--- config.mk ---
export PLATFORM = sky130hd
export DESIGN_NAME = adc_align_ctrl
export DESIGN_NICKNAME = d
export VERILOG_FILES = /design/src/rtl/adc_fe_pkg.sv /design/src/rtl/adc_align_ctrl.sv
export SDC_FILE = /design/constraint.sdc
export NUM_CORES = 1
export LEC_CHECK = 0
export ABC_AREA = 0
export CAP_MARGIN = 20
export CORE_ASPECT_RATIO = 1.5
export CORE_UTILIZATION = 30
export DETAILED_ROUTE_END_ITERATION = 12
export PLACE_DENSITY_LB_ADDON = 0.08
export SETUP_SLACK_MARGIN = 0.15
export SYNTH_ARGS = -nofsm -noshare
export SYNTH_HDL_FRONTEND = slang
export SYNTH_SLANG_ARGS = --single-unit
export TNS_END_PERCENT = 10
--- constraint.sdc ---
create_clock -name clk -period 1.9 [get_ports clk]
set_clock_uncertainty 0.1 [all_clocks]
set_input_delay 0.38 -clock clk [delete_from_list [all_inputs] [get_ports clk]]
set_output_delay 0.38 -clock clk [all_outputs]
set_load 0.005 [all_outputs]
--- src/rtl/adc_fe_pkg.sv ---
// adc_fe_pkg: shared ADC front-end types and alignment defaults
package adc_fe_pkg;
  typedef enum logic [2:0] {
    S_IDLE, S_FLUSH, S_CHECK, S_SLIP, S_SETTLE, S_LOCKED, S_FAIL
  } align_state_t;
  localparam logic [7:0] FCO_PATTERN_DEF = 8'hF0;
  localparam int MAX_SLIPS_DEF = 8;
endpackage

--- src/rtl/adc_align_ctrl.sv ---
// adc_align_ctrl: FCO frame alignment FSM driving bitslip until the frame word locks
module adc_align_ctrl
  import adc_fe_pkg::*;
#(
  parameter int FCO_W = 8,
  parameter logic [FCO_W-1:0] FCO_PATTERN = FCO_PATTERN_DEF,
  parameter int MATCH_COUNT = 4,
  parameter int LOSS_COUNT = 3,
  parameter int MAX_SLIPS = MAX_SLIPS_DEF,
  parameter int SETTLE_CYC = 8
) (
  input  logic                             clk,
  input  logic                             rst,
  input  logic                             start,
  input  logic [FCO_W-1:0]                 fco_word,
  input  logic                             fco_valid,
  output logic                             bitslip,
  output logic                             fifo_flush,
  output logic                             dp_en,
  output logic                             locked,
  output logic                             fail,
  output logic                             busy,
  output logic [$clog2(MAX_SLIPS+1)-1:0]   slip_cnt
);
  localparam int SW = $clog2(MAX_SLIPS + 1);
  localparam int MW = $clog2(MATCH_COUNT + 1);
  localparam int LW = $clog2(LOSS_COUNT + 1);
  localparam int TW = $clog2(SETTLE_CYC + 1);
  localparam logic [SW-1:0] SLIP_MAX = SW'(MAX_SLIPS);
  localparam logic [MW-1:0] MATCH_MAX = MW'(MATCH_COUNT);
  localparam logic [LW-1:0] LOSS_MAX = LW'(LOSS_COUNT);
  localparam logic [TW-1:0] SETTLE_LAST = TW'(SETTLE_CYC - 1);
  align_state_t state, state_n;
  logic [MW-1:0] match_cnt, match_n;
  logic [LW-1:0] loss_cnt, loss_n;
  logic [TW-1:0] settle_cnt, settle_n;
  logic [SW-1:0] slip_n;
  logic hit;
  assign hit = fco_word == FCO_PATTERN;
  always_comb begin
    state_n = state;
    match_n = match_cnt;
    loss_n = loss_cnt;
    settle_n = settle_cnt;
    slip_n = slip_cnt;
    case (state)
      S_IDLE: state_n = start ? S_FLUSH : S_IDLE;
      S_FLUSH: state_n = S_CHECK;
      S_CHECK:
        if (fco_valid && hit) begin
          match_n = match_cnt + MW'(1);
          state_n = (match_n == MATCH_MAX) ? S_LOCKED : S_CHECK;
        end else if (fco_valid) begin
          match_n = '0;
          state_n = (slip_cnt == SLIP_MAX) ? S_FAIL : S_SLIP;
        end
      S_SLIP: begin
        slip_n = (slip_cnt == SLIP_MAX) ? slip_cnt : slip_cnt + SW'(1);
        settle_n = '0;
        state_n = S_SETTLE;
      end
      S_SETTLE: begin
        settle_n = settle_cnt + TW'(1);
        match_n = '0;
        state_n = (settle_cnt == SETTLE_LAST) ? S_CHECK : S_SETTLE;
      end
      S_LOCKED:
        if (start) state_n = S_FLUSH;
        else if (fco_valid) begin
          loss_n = hit ? '0 : loss_cnt + LW'(1);
          state_n = (loss_n == LOSS_MAX) ? S_FLUSH : S_LOCKED;
        end
      S_FAIL: state_n = start ? S_FLUSH : S_FAIL;
      default: state_n = S_IDLE;
    endcase
    // every path into FLUSH starts a fresh attempt with slip_cnt already zero
    if (state_n == S_FLUSH) begin
      match_n = '0;
      loss_n = '0;
      slip_n = '0;
    end
  end
  always_ff @(posedge clk) begin
    if (rst) begin
      state <= S_IDLE;
      match_cnt <= '0;
      loss_cnt <= '0;
      settle_cnt <= '0;
      slip_cnt <= '0;
      bitslip <= 1'b0;
      fifo_flush <= 1'b0;
      dp_en <= 1'b0;
      locked <= 1'b0;
      fail <= 1'b0;
      busy <= 1'b0;
    end else begin
      state <= state_n;
      match_cnt <= match_n;
      loss_cnt <= loss_n;
      settle_cnt <= settle_n;
      slip_cnt <= slip_n;
      bitslip <= state_n == S_SLIP;
      fifo_flush <= state_n == S_FLUSH;
      dp_en <= state_n == S_LOCKED;
      locked <= state_n == S_LOCKED;
      fail <= state_n == S_FAIL;
      busy <= state_n inside {S_FLUSH, S_CHECK, S_SLIP, S_SETTLE};
    end
  end
endmodule

==> tab_implementation.tex, run 1 <==
\begin{tabular}{lr}
\hline
Metric & Value \\
\hline
\multicolumn{2}{l}{\textbf{Final layout}} \\
Number of antenna repair diodes & 0 \\
Area growth from synthesis to layout & 46.50\% \\
Share of post-route cells with drive strength above 1 & about 41\% \\
Final nets & between 200 and 250 \\
Final core utilization & 46.49\% \\
\multicolumn{2}{l}{\textbf{Drt}} \\
First drt pass iteration count & 4 \\
Per-cell via count in the routed design & around 5 \\
Vias & between 1,000 and 1,500 \\
Final routed DRC violation total & 0 \\
Initial DRC count & 8 \\
Total wirelength of the detailed-routed design & $\sim$3200 um \\
Post-route antenna net violation count & 0 \\
Routed len/inst & $\sim$14 um \\
\multicolumn{2}{l}{\textbf{Die}} \\
Floorplan die height & about 82 um \\
Full die area & $\sim$4500 um2 \\
Number of I/O pins & 22 \\
Width of the chip & between 50 and 60 um \\
Area of the core region & $\sim$4000 um2 \\
Cell row count & 28 \\
Initial core utilization & 31.74\% \\
\multicolumn{2}{l}{\textbf{Pwr}} \\
Total net switching power & between 0.2 and 0.3 mW \\
Portion of total power attributed to the clock network & roughly 29\% \\
Share of total power in sequential cells & 45.5\% \\
Pwr dens & $\sim$560 nW/um2 \\
Max IR drop VDD & about 440 uV \\
Relative contribution of combinational cells to total power & approximately 26\% \\
Switching part of the total power & $\sim$29\% \\
Total leakage power & around 0.74 nW \\
Internal power of the cells & 0.7321 mW \\
\multicolumn{2}{l}{\textbf{Clock tree}} \\
Root buffer selected by CTS & sky130\_fd\_sc\_hd\_\_clkbuf\_8 \\
Max Root-Sink Buffers & 2 \\
Number of H-tree levels & 1 \\
Hold Buf Count CTS & 0 \\
Clock input transition at the sequential cells of the worst setup and hold paths & $\sim$0.08 ns \\
CTS tree & built \\
Number of buffers added by the clock tree synthesis step & 3 \\
Clock latency on the worst-skew pair & between 0.2 and 0.3 ns \\
Total number of clock tree sinks & 21 \\
\multicolumn{2}{l}{\textbf{STA}} \\
TNS Setup & -0.01389 ns \\
Actual transition at the worst max-transition pin & about 0.44 ns \\
Worst max-slew margin expressed relative to the limit & approximately 70\% \\
Setup Viol. Count Final & 1 \\
Worst setup slack after layout & -0.01389 ns \\
Min cycle time layout & 1.914 ns \\
Hold violation total from the final report & 0 \\
Post-route clock period utilization & 100.7\% \\
Setup repair after global routing missed its margin & yes \\
Slew Viols, Final & 0 \\
Timing-limited maximum frequency & roughly 520 MHz \\
\multicolumn{2}{l}{\textbf{Worst setup path}} \\
Startpoint class of the critical path & input pin \\
Type of element capturing the critical path & flip-flop \\
WS Path Type & input pin to flip-flop \\
Critical Path Fanout Max & 4 \\
Path depth of the worst reg2reg path & 8 \\
Required time worst endpoint & 1.95 ns \\
Critical path launch point & fco\_word[4] \\
Critical R2R Capture & slip\_cnt[2] \\
Worst R2R Start & slip\_cnt[0] \\
Endpoint arrival time on the critical path & a little under 2 ns \\
Slack of the worst reg-to-reg path & 0 ns \\
End of the critical path & slip\_cnt[2] \\
\multicolumn{2}{l}{\textbf{Yosys}} \\
Mapped Cells & around 130 \\
Proportion of synthesized chip area in sequential cells & between 30 and 40\% \\
Warnings from Yosys & 0 \\
Cell type with the highest aggregate area in the netlist & sky130\_fd\_sc\_hd\_\_dfxtp\_1 \\
Synthesized flop and latch total & 21 \\
Total nets after synthesis & 150 \\
Number of enable flip-flop cells after synthesis & 0 \\
Most instantiated cells after synthesis & sky130\_fd\_sc\_hd\_\_dfxtp\_1 (21), sky130\_fd\_sc\_hd\_\_nand2\_1 (12), sky130\_fd\_sc\_hd\_\_nor2\_1 (11) \\
Fraction of synthesis flops using an asynchronous set or reset pin & 0\% \\
Count of distinct cell types in the synthesized netlist & 48 \\
Synthesized area divided by synthesized cell count & roughly 9.5 um2 \\
Synthesized area & about 1300 um2 \\
Top-count cell post-synth & sky130\_fd\_sc\_hd\_\_dfxtp\_1 \\
Primary FF master, synth & sky130\_fd\_sc\_hd\_\_dfxtp\_1 \\
Leading cell types by total area after synthesis & sky130\_fd\_sc\_hd\_\_dfxtp\_1 (33\%), sky130\_fd\_sc\_hd\_\_nor3\_2 (5.5\%), sky130\_fd\_sc\_hd\_\_ha\_1 (4.9\%), sky130\_fd\_sc\_hd\_\_nand2\_1 (3.6\%), sky130\_fd\_sc\_hd\_\_nor2\_1 (3.3\%) \\
Portion of synthesized cell area occupied by the leading cell type & about 33\% \\
\multicolumn{2}{l}{\textbf{Global route}} \\
Grt met1 use & between 10\% and 20\% \\
Global routing's busiest layer & met2 \\
Via count of the first global-routing pass & $\sim$1,200 \\
GRT Overall Usage & between 10\% and 20\% \\
Met2 demand-to-capacity share in global routing & between 30\% and 40\% \\
Met3 Use GR & 2.222\% \\
Wire length of the first global-routing pass & about 5100 um \\
Antenna violations before repair & 0 \\
Global-route congestion overflow total & 0 \\
Maximum number of pins on one net before global-route repair & 13 \\
\multicolumn{2}{l}{\textbf{Place}} \\
Global placement routability congestion & around 0.77 \\
Final HPWL from detailed placement & $\sim$2500 um \\
PortBufs & 21 \\
\multicolumn{2}{l}{\textbf{Outcome}} \\
Violations in the final reports & negative setup slack \\
Status & complete, but fails checks \\
\multicolumn{2}{l}{\textbf{Job}} \\
Max-capacitance violation count & 0 \\
\multicolumn{2}{l}{\textbf{Min path}} \\
Class of the tightest hold or removal check & flip-flop to flip-flop \\
\hline
\end{tabular}
sequential cells by signal, summed over array words and instances, names as in the netlist:
signal and count:
match_cnt 3, locked 1, slip_cnt 4, fail 1, settle_cnt 4, busy 1
bitslip 1, fifo_flush 1, state 3, loss_cnt 2
worst min path at each step:
| stage | slack [ns] | cells past startpoint | end | startpoint |
|---|---|---|---|---|
| after floorplan | 0.35 | 1 | settle_cnt[3] | settle_cnt[3] |
| after global placement | 0.38 | 1 | settle_cnt[3] | settle_cnt[3] |
| after detailed placement | 0.39 | 1 | settle_cnt[3] | settle_cnt[3] |
| after CTS | 0.40 | 1 | settle_cnt[3] | settle_cnt[3] |
| after global routing | 0.44 | 1 | settle_cnt[3] | settle_cnt[3] |
| final | 0.39 | 1 | settle_cnt[3] | settle_cnt[3] |
per-layer routing:
layer / vias to the layer above / share of wire, % / wire length (um)
met1: 580 / 41 / 1301
met2: 10 / 57 / 1814
met3: 2 / 1.9 / 62
met4: 0 / 0.72 / 23
met5: - / 0 / 0
li1: 586 / - / -
final cells by class:
class / instances / area [um2]
well taps: 45 / 56.30
repair buffers: 51 / 421.7
clock buffers: 3 / 41.29
clock inverters: 1 / 5.005
inverters: 5 / 18.77
fillers: 413 / 2137
multi-input cells: 103 / 888.4
flip-flops and latches: 21 / 425.4
logic make-up after synthesis:
| family | after synthesis | synth area share (%) |
|---|---|---|
| AND/OR/NAND/NOR | 61 | 31.99 |
| XOR/XNOR | 5 | 3.456 |
| buffers and inverters | 10 | 4.639 |
| adder cells (fa/ha/maj) | 5 | 4.936 |
| multiplexers | 5 | 4.245 |
| flip-flops | 21 | 33.17 |
| AO/OA/AOI/OAI | 26 | 17.57 |
timing repair:
action / 4_1_cts / 5_1_grt
setup buffers: 1 / 3
pin swaps: 9 / 10
endpoints found under the hold margin: 0 / 0
gates resized for setup: 23 / 18
gates cloned: 1 / 0
setup endpoints to repair: 17 / 16
stage by stage:
step | instance area (um2) | cells | setup slack, ns | total power [mW] | hold slack [ns]
3_3_place_gp | 1699 | 220 | -0.5180 | 0.7261 | 0.3776
3_5_place_dp | 1699 | 220 | -0.5621 | 0.7306 | 0.3926
5_1_grt | 1857 | 229 | -0.05923 | 1.088 | 0.4371
2_1_floorplan | 1277 | 133 | 0.01153 | 0.6141 | 0.3477
4_1_cts | 1798 | 226 | -0.02978 | 1.042 | 0.4007
6_report | 1857 | 229 | -0.01389 | 1.032 | 0.3912
layout by cell type, fill, tap and decap left out, types with 3 or more instances in the layout:
cell type	count
sky130_fd_sc_hd__dfxtp_2	4
sky130_fd_sc_hd__nand2_1	12
sky130_fd_sc_hd__o21ai_0	3
sky130_fd_sc_hd__nor3_2	7
sky130_fd_sc_hd__clkdlybuf4s50_1	11
sky130_fd_sc_hd__a21oi_1	4
sky130_fd_sc_hd__dfxtp_1	17
sky130_fd_sc_hd__clkbuf_8	3
sky130_fd_sc_hd__mux2i_1	3
sky130_fd_sc_hd__nor3_1	4
sky130_fd_sc_hd__a211oi_2	4
sky130_fd_sc_hd__dlygate4sd2_1	4
sky130_fd_sc_hd__nand3_1	3
sky130_fd_sc_hd__inv_1	3
sky130_fd_sc_hd__nor2_1	10
sky130_fd_sc_hd__ha_1	3
sky130_fd_sc_hd__buf_4	29
power groups by stage:
stage / registers, mW / logic, mW / clock network, mW
4_1_cts: 0.469 / 0.262 / 0.310
2_1_floorplan: 0.478 / 0.136 / 0
3_5_place_dp: 0.480 / 0.251 / 0
5_1_grt: 0.472 / 0.289 / 0.328
3_3_place_gp: 0.479 / 0.247 / 0
6_report: 0.470 / 0.266 / 0.296
critical path, stage by stage:
cell	delay, ns
sky130_fd_sc_hd__dlygate4sd2_1	0.25
sky130_fd_sc_hd__and4_4	0.22
sky130_fd_sc_hd__a21oi_1	0.28
sky130_fd_sc_hd__a31oi_4	0.15
sky130_fd_sc_hd__a211o_4	0.40
sky130_fd_sc_hd__nor2_4	0.22
sky130_fd_sc_hd__nor3_2	0.07
Note: power is estimated with default switching activity, not from simulation.
==> run 2: changes to the inputs <==
--- a/config.mk
+++ b/config.mk
@@ -10,6 +10,7 @@
 export CORE_ASPECT_RATIO = 1.5
 export CORE_UTILIZATION = 30
 export DETAILED_ROUTE_END_ITERATION = 12
+export MAX_ROUTING_LAYER = met4
 export PLACE_DENSITY_LB_ADDON = 0.08
 export SETUP_SLACK_MARGIN = 0.15
 export SYNTH_ARGS = -nofsm -noshare
==> tab_implementation.tex, run 2 (synthesis results as in run 1) <==
\begin{tabular}{lr}
\hline
Metric & Value \\
\hline
\multicolumn{2}{l}{\textbf{Clock tree}} \\
Root buffer selected by CTS & sky130\_fd\_sc\_hd\_\_clkbuf\_8 \\
Total number of clock tree sinks & 21 (unchanged) \\
Max Root-Sink Buffers & 2 (unchanged) \\
Number of H-tree levels & 1 (unchanged) \\
CTS tree & built \\
Clock latency on the worst-skew pair & 0.26 ns (about the same) \\
Clock input transition at the sequential cells of the worst setup and hold paths & 0.08 ns (about the same) \\
Number of buffers added by the clock tree synthesis step & 3 (unchanged) \\
\multicolumn{2}{l}{\textbf{Final layout}} \\
\# fillers & 413 (unchanged) \\
Sequential standard cell area & 425.4 um2 (unchanged) \\
Post-layout instance area & 1857 um2 (unchanged) \\
Most common cell after layout, fill and taps aside & sky130\_fd\_sc\_hd\_\_buf\_4 \\
Share of post-route cells with drive strength above 1 & 41.30\% (unchanged) \\
Final nets & 202 (unchanged) \\
Number of antenna repair diodes & 0 (unchanged) \\
Area growth from synthesis to layout & 46.50\% (unchanged) \\
Area of combinational cells with multiple inputs & 888.4 um2 (unchanged) \\
Leading registers by flop count & settle\_cnt: 4 flops, slip\_cnt: 4 flops \\
Most frequent cells in the layout & sky130\_fd\_sc\_hd\_\_buf\_4 (29), sky130\_fd\_sc\_hd\_\_dfxtp\_1 (17), sky130\_fd\_sc\_hd\_\_nand2\_1 (12) \\
\multicolumn{2}{l}{\textbf{Worst setup path}} \\
WS Path Type & input pin to flip-flop \\
Critical path's largest stage delay & 0.40 ns (about the same) \\
Largest delay contributor family on the critical path & compound AO/OA/AOI/OAI gates \\
End of the critical path & slip\_cnt[2] \\
Levels on crit path & 7 (unchanged) \\
Critical path's slowest cell & sky130\_fd\_sc\_hd\_\_a211o\_4 \\
Slack of the worst reg-to-reg path & 0.02 ns (+0.02 ns) \\
Type of element capturing the critical path & flip-flop \\
Critical Path Fanout Max & 4 (unchanged) \\
Buffering stage count on the worst path with inverters included & 1 (unchanged) \\
Path depth of the worst reg2reg path & 8 (unchanged) \\
Critical R2R Capture & slip\_cnt[2] \\
Startpoint class of the critical path & input pin \\
Required time worst endpoint & 1.96 ns (about the same) \\
Sequence of cells on the critical path & dlygate4sd2\_1 > and4\_4 > a21oi\_1 > a31oi\_4 > a211o\_4 > nor2\_4 > nor3\_2 \\
Endpoint arrival time on the critical path & 1.95 ns (-0.02 ns) \\
Worst R2R Start & slip\_cnt[0] \\
Critical path launch point & fco\_word[4] \\
\multicolumn{2}{l}{\textbf{Pwr}} \\
Total leakage power & 0.7356 nW (about the same) \\
Total power consumption of the routed design & 1.034 mW (+0.22\%) \\
Pwr dens & 557.1 nW/um2 (+0.22\%) \\
Max IR drop VDD & 439.7 uV (about the same) \\
\multicolumn{2}{l}{\textbf{Drt}} \\
Post-route antenna net violation count & 0 (unchanged) \\
First drt pass iteration count & 4 (unchanged) \\
Per-cell via count in the routed design & 5.148 (about the same) \\
Routed len/inst & 14.03 um (+0.34\%) \\
Final routed DRC violation total & 0 (unchanged) \\
Vias & 1,179 (+0.085\%) \\
Total wirelength of the detailed-routed design & 3212 um (+0.34\%) \\
Initial DRC count & 18 (+10) \\
\multicolumn{2}{l}{\textbf{Min path}} \\
Critical hold path startpoint & settle\_cnt[3] \\
Class of the tightest hold or removal check & flip-flop to flip-flop \\
\multicolumn{2}{l}{\textbf{Die}} \\
Area of the core region & 3994 um2 (unchanged) \\
Cell row count & 28 (unchanged) \\
Floorplan die height & 81.61 um (unchanged) \\
Initial core utilization & 31.74\% (unchanged) \\
Number of I/O pins & 22 (unchanged) \\
Width of the chip & 55.07 um (unchanged) \\
Full die area & 4494 um2 (unchanged) \\
\multicolumn{2}{l}{\textbf{Global route}} \\
Met2 demand-to-capacity share in global routing & 30.36\% (-0.12 points) \\
Antenna violations before repair & 0 (unchanged) \\
Wire length of the first global-routing pass & 5092 um (+0.41\%) \\
Global routing's busiest layer & met2 \\
Grt met1 use & 16.85\% (+0.34 points) \\
Via count of the first global-routing pass & 1,156 (-0.086\%) \\
Met3 Use GR & 2.222\% (unchanged) \\
Maximum number of pins on one net before global-route repair & 13 (unchanged) \\
Global-route congestion overflow total & 0 (unchanged) \\
GRT Overall Usage & 16.47\% (+0.51 points) \\
\multicolumn{2}{l}{\textbf{STA}} \\
Worst max-slew margin expressed relative to the limit & 70.98\% (about the same) \\
Timing-limited maximum frequency & 529.3 MHz (+1.3\%) \\
Post-route clock period utilization & 99.44\% (-1.3 points) \\
Actual transition at the worst max-transition pin & 0.4353 ns (-0.001011 ns) \\
Hold slack & 0.3915 ns (+0.0003250 ns) \\
Min cycle time layout & 1.889 ns (-0.02455 ns) \\
TNS Setup & 0 ns (+0.01389 ns) \\
Setup repair after global routing missed its margin & yes \\
Setup Viol. Count Final & 0 (-1) \\
Worst setup slack after layout & 0.01066 ns (+0.02455 ns) \\
Slew Viols, Final & 0 (unchanged) \\
Hold violation total from the final report & 0 (unchanged) \\
\multicolumn{2}{l}{\textbf{Outcome}} \\
Status & finished clean \\
\multicolumn{2}{l}{\textbf{Place}} \\
PortBufs & 21 (unchanged) \\
Final HPWL from detailed placement & 2473 um (unchanged) \\
Dpl ws & -0.5621 ns (unchanged) \\
Placed instance area & 1699 um2 (unchanged) \\
Global placement routability congestion & 0.7781 (+1.3\%) \\
\multicolumn{2}{l}{\textbf{Job}} \\
Max-capacitance violation count & 0 (unchanged) \\
\hline
\end{tabular}
==> run 2: cell counts in the layout (fill, tap and decap cells not counted) <==
Identical to the previous run, type by type.
==> run 2: report_power, final <==
group	internal, mW	leakage [nW]	switching [mW]
registers	0.456	0.172	0.0138
logic	0.130	0.538	0.136
clock network	0.146	0.0255	0.153
==> run 2: layer usage <==
| layer | wire [um] | part of all wire [%] |
|---|---|---|
| met1 | 1305 | 41 |
| met2 | 1817 | 57 |
| met3 | 67 | 2.1 |
| met4 | 23 | 0.72 |
| met5 | 0 | 0 |
==> run 2: how the worst min path moves through the flow <==
| stage | end | slack, ns | cells past startpoint |
|---|---|---|---|
| 6_report | settle_cnt[3] | 0.39 | 1 |
| 5_1_grt | settle_cnt[3] | 0.44 | 1 |
| 4_1_cts | settle_cnt[3] | 0.40 | 1 |
| 3_5_place_dp | settle_cnt[3] | 0.39 | 1 |
| 3_3_place_gp | settle_cnt[3] | 0.38 | 1 |
| 2_1_floorplan | settle_cnt[3] | 0.35 | 1 |
==> run 2: what timing repair did <==
| action | in CTS | in global routing |
|---|---|---|
| resized for setup | 23 | 18 |
| pin swaps | 9 | 9 |
| gates cloned | 1 | 0 |
| endpoints found under the hold margin | 0 | 0 |
| setup buffers | 1 | 3 |
| hold buffers | 0 | 0 |
| setup endpoints to repair | 17 | 16 |
==> run 2: cell type report <==
type	instances	share of cell area (%)
Timing Repair Buffer	51	22.71
Tap cell	45	3.032
Inverter	5	1.011
Clock inverter	1	0.2695
Clock buffer	3	2.224
Multi-Input combinational cell	103	47.84
Sequential cell	21	22.91
==> run 2: metrics by stage <==
stage,std cells,utilization (%)
final,229,46.49
after CTS,226,45.02
after floorplan,133,-
after detailed placement,220,42.54
after global routing,229,46.49
after global placement,220,42.54
==> run 3: changes to the inputs <==
--- a/config.mk
+++ b/config.mk
@@ -10,9 +10,11 @@
 export CORE_ASPECT_RATIO = 1.5
 export CORE_UTILIZATION = 30
 export DETAILED_ROUTE_END_ITERATION = 12
+export GPL_ROUTABILITY_DRIVEN = 1
 export MAX_ROUTING_LAYER = met4
 export PLACE_DENSITY_LB_ADDON = 0.08
 export SETUP_SLACK_MARGIN = 0.15
+export SLEW_MARGIN = 5
 export SYNTH_ARGS = -nofsm -noshare
 export SYNTH_HDL_FRONTEND = slang
 export SYNTH_SLANG_ARGS = --single-unit
==> results of run 3 <==
The final DEF is identical to that of run 2; final timing and power are the same.
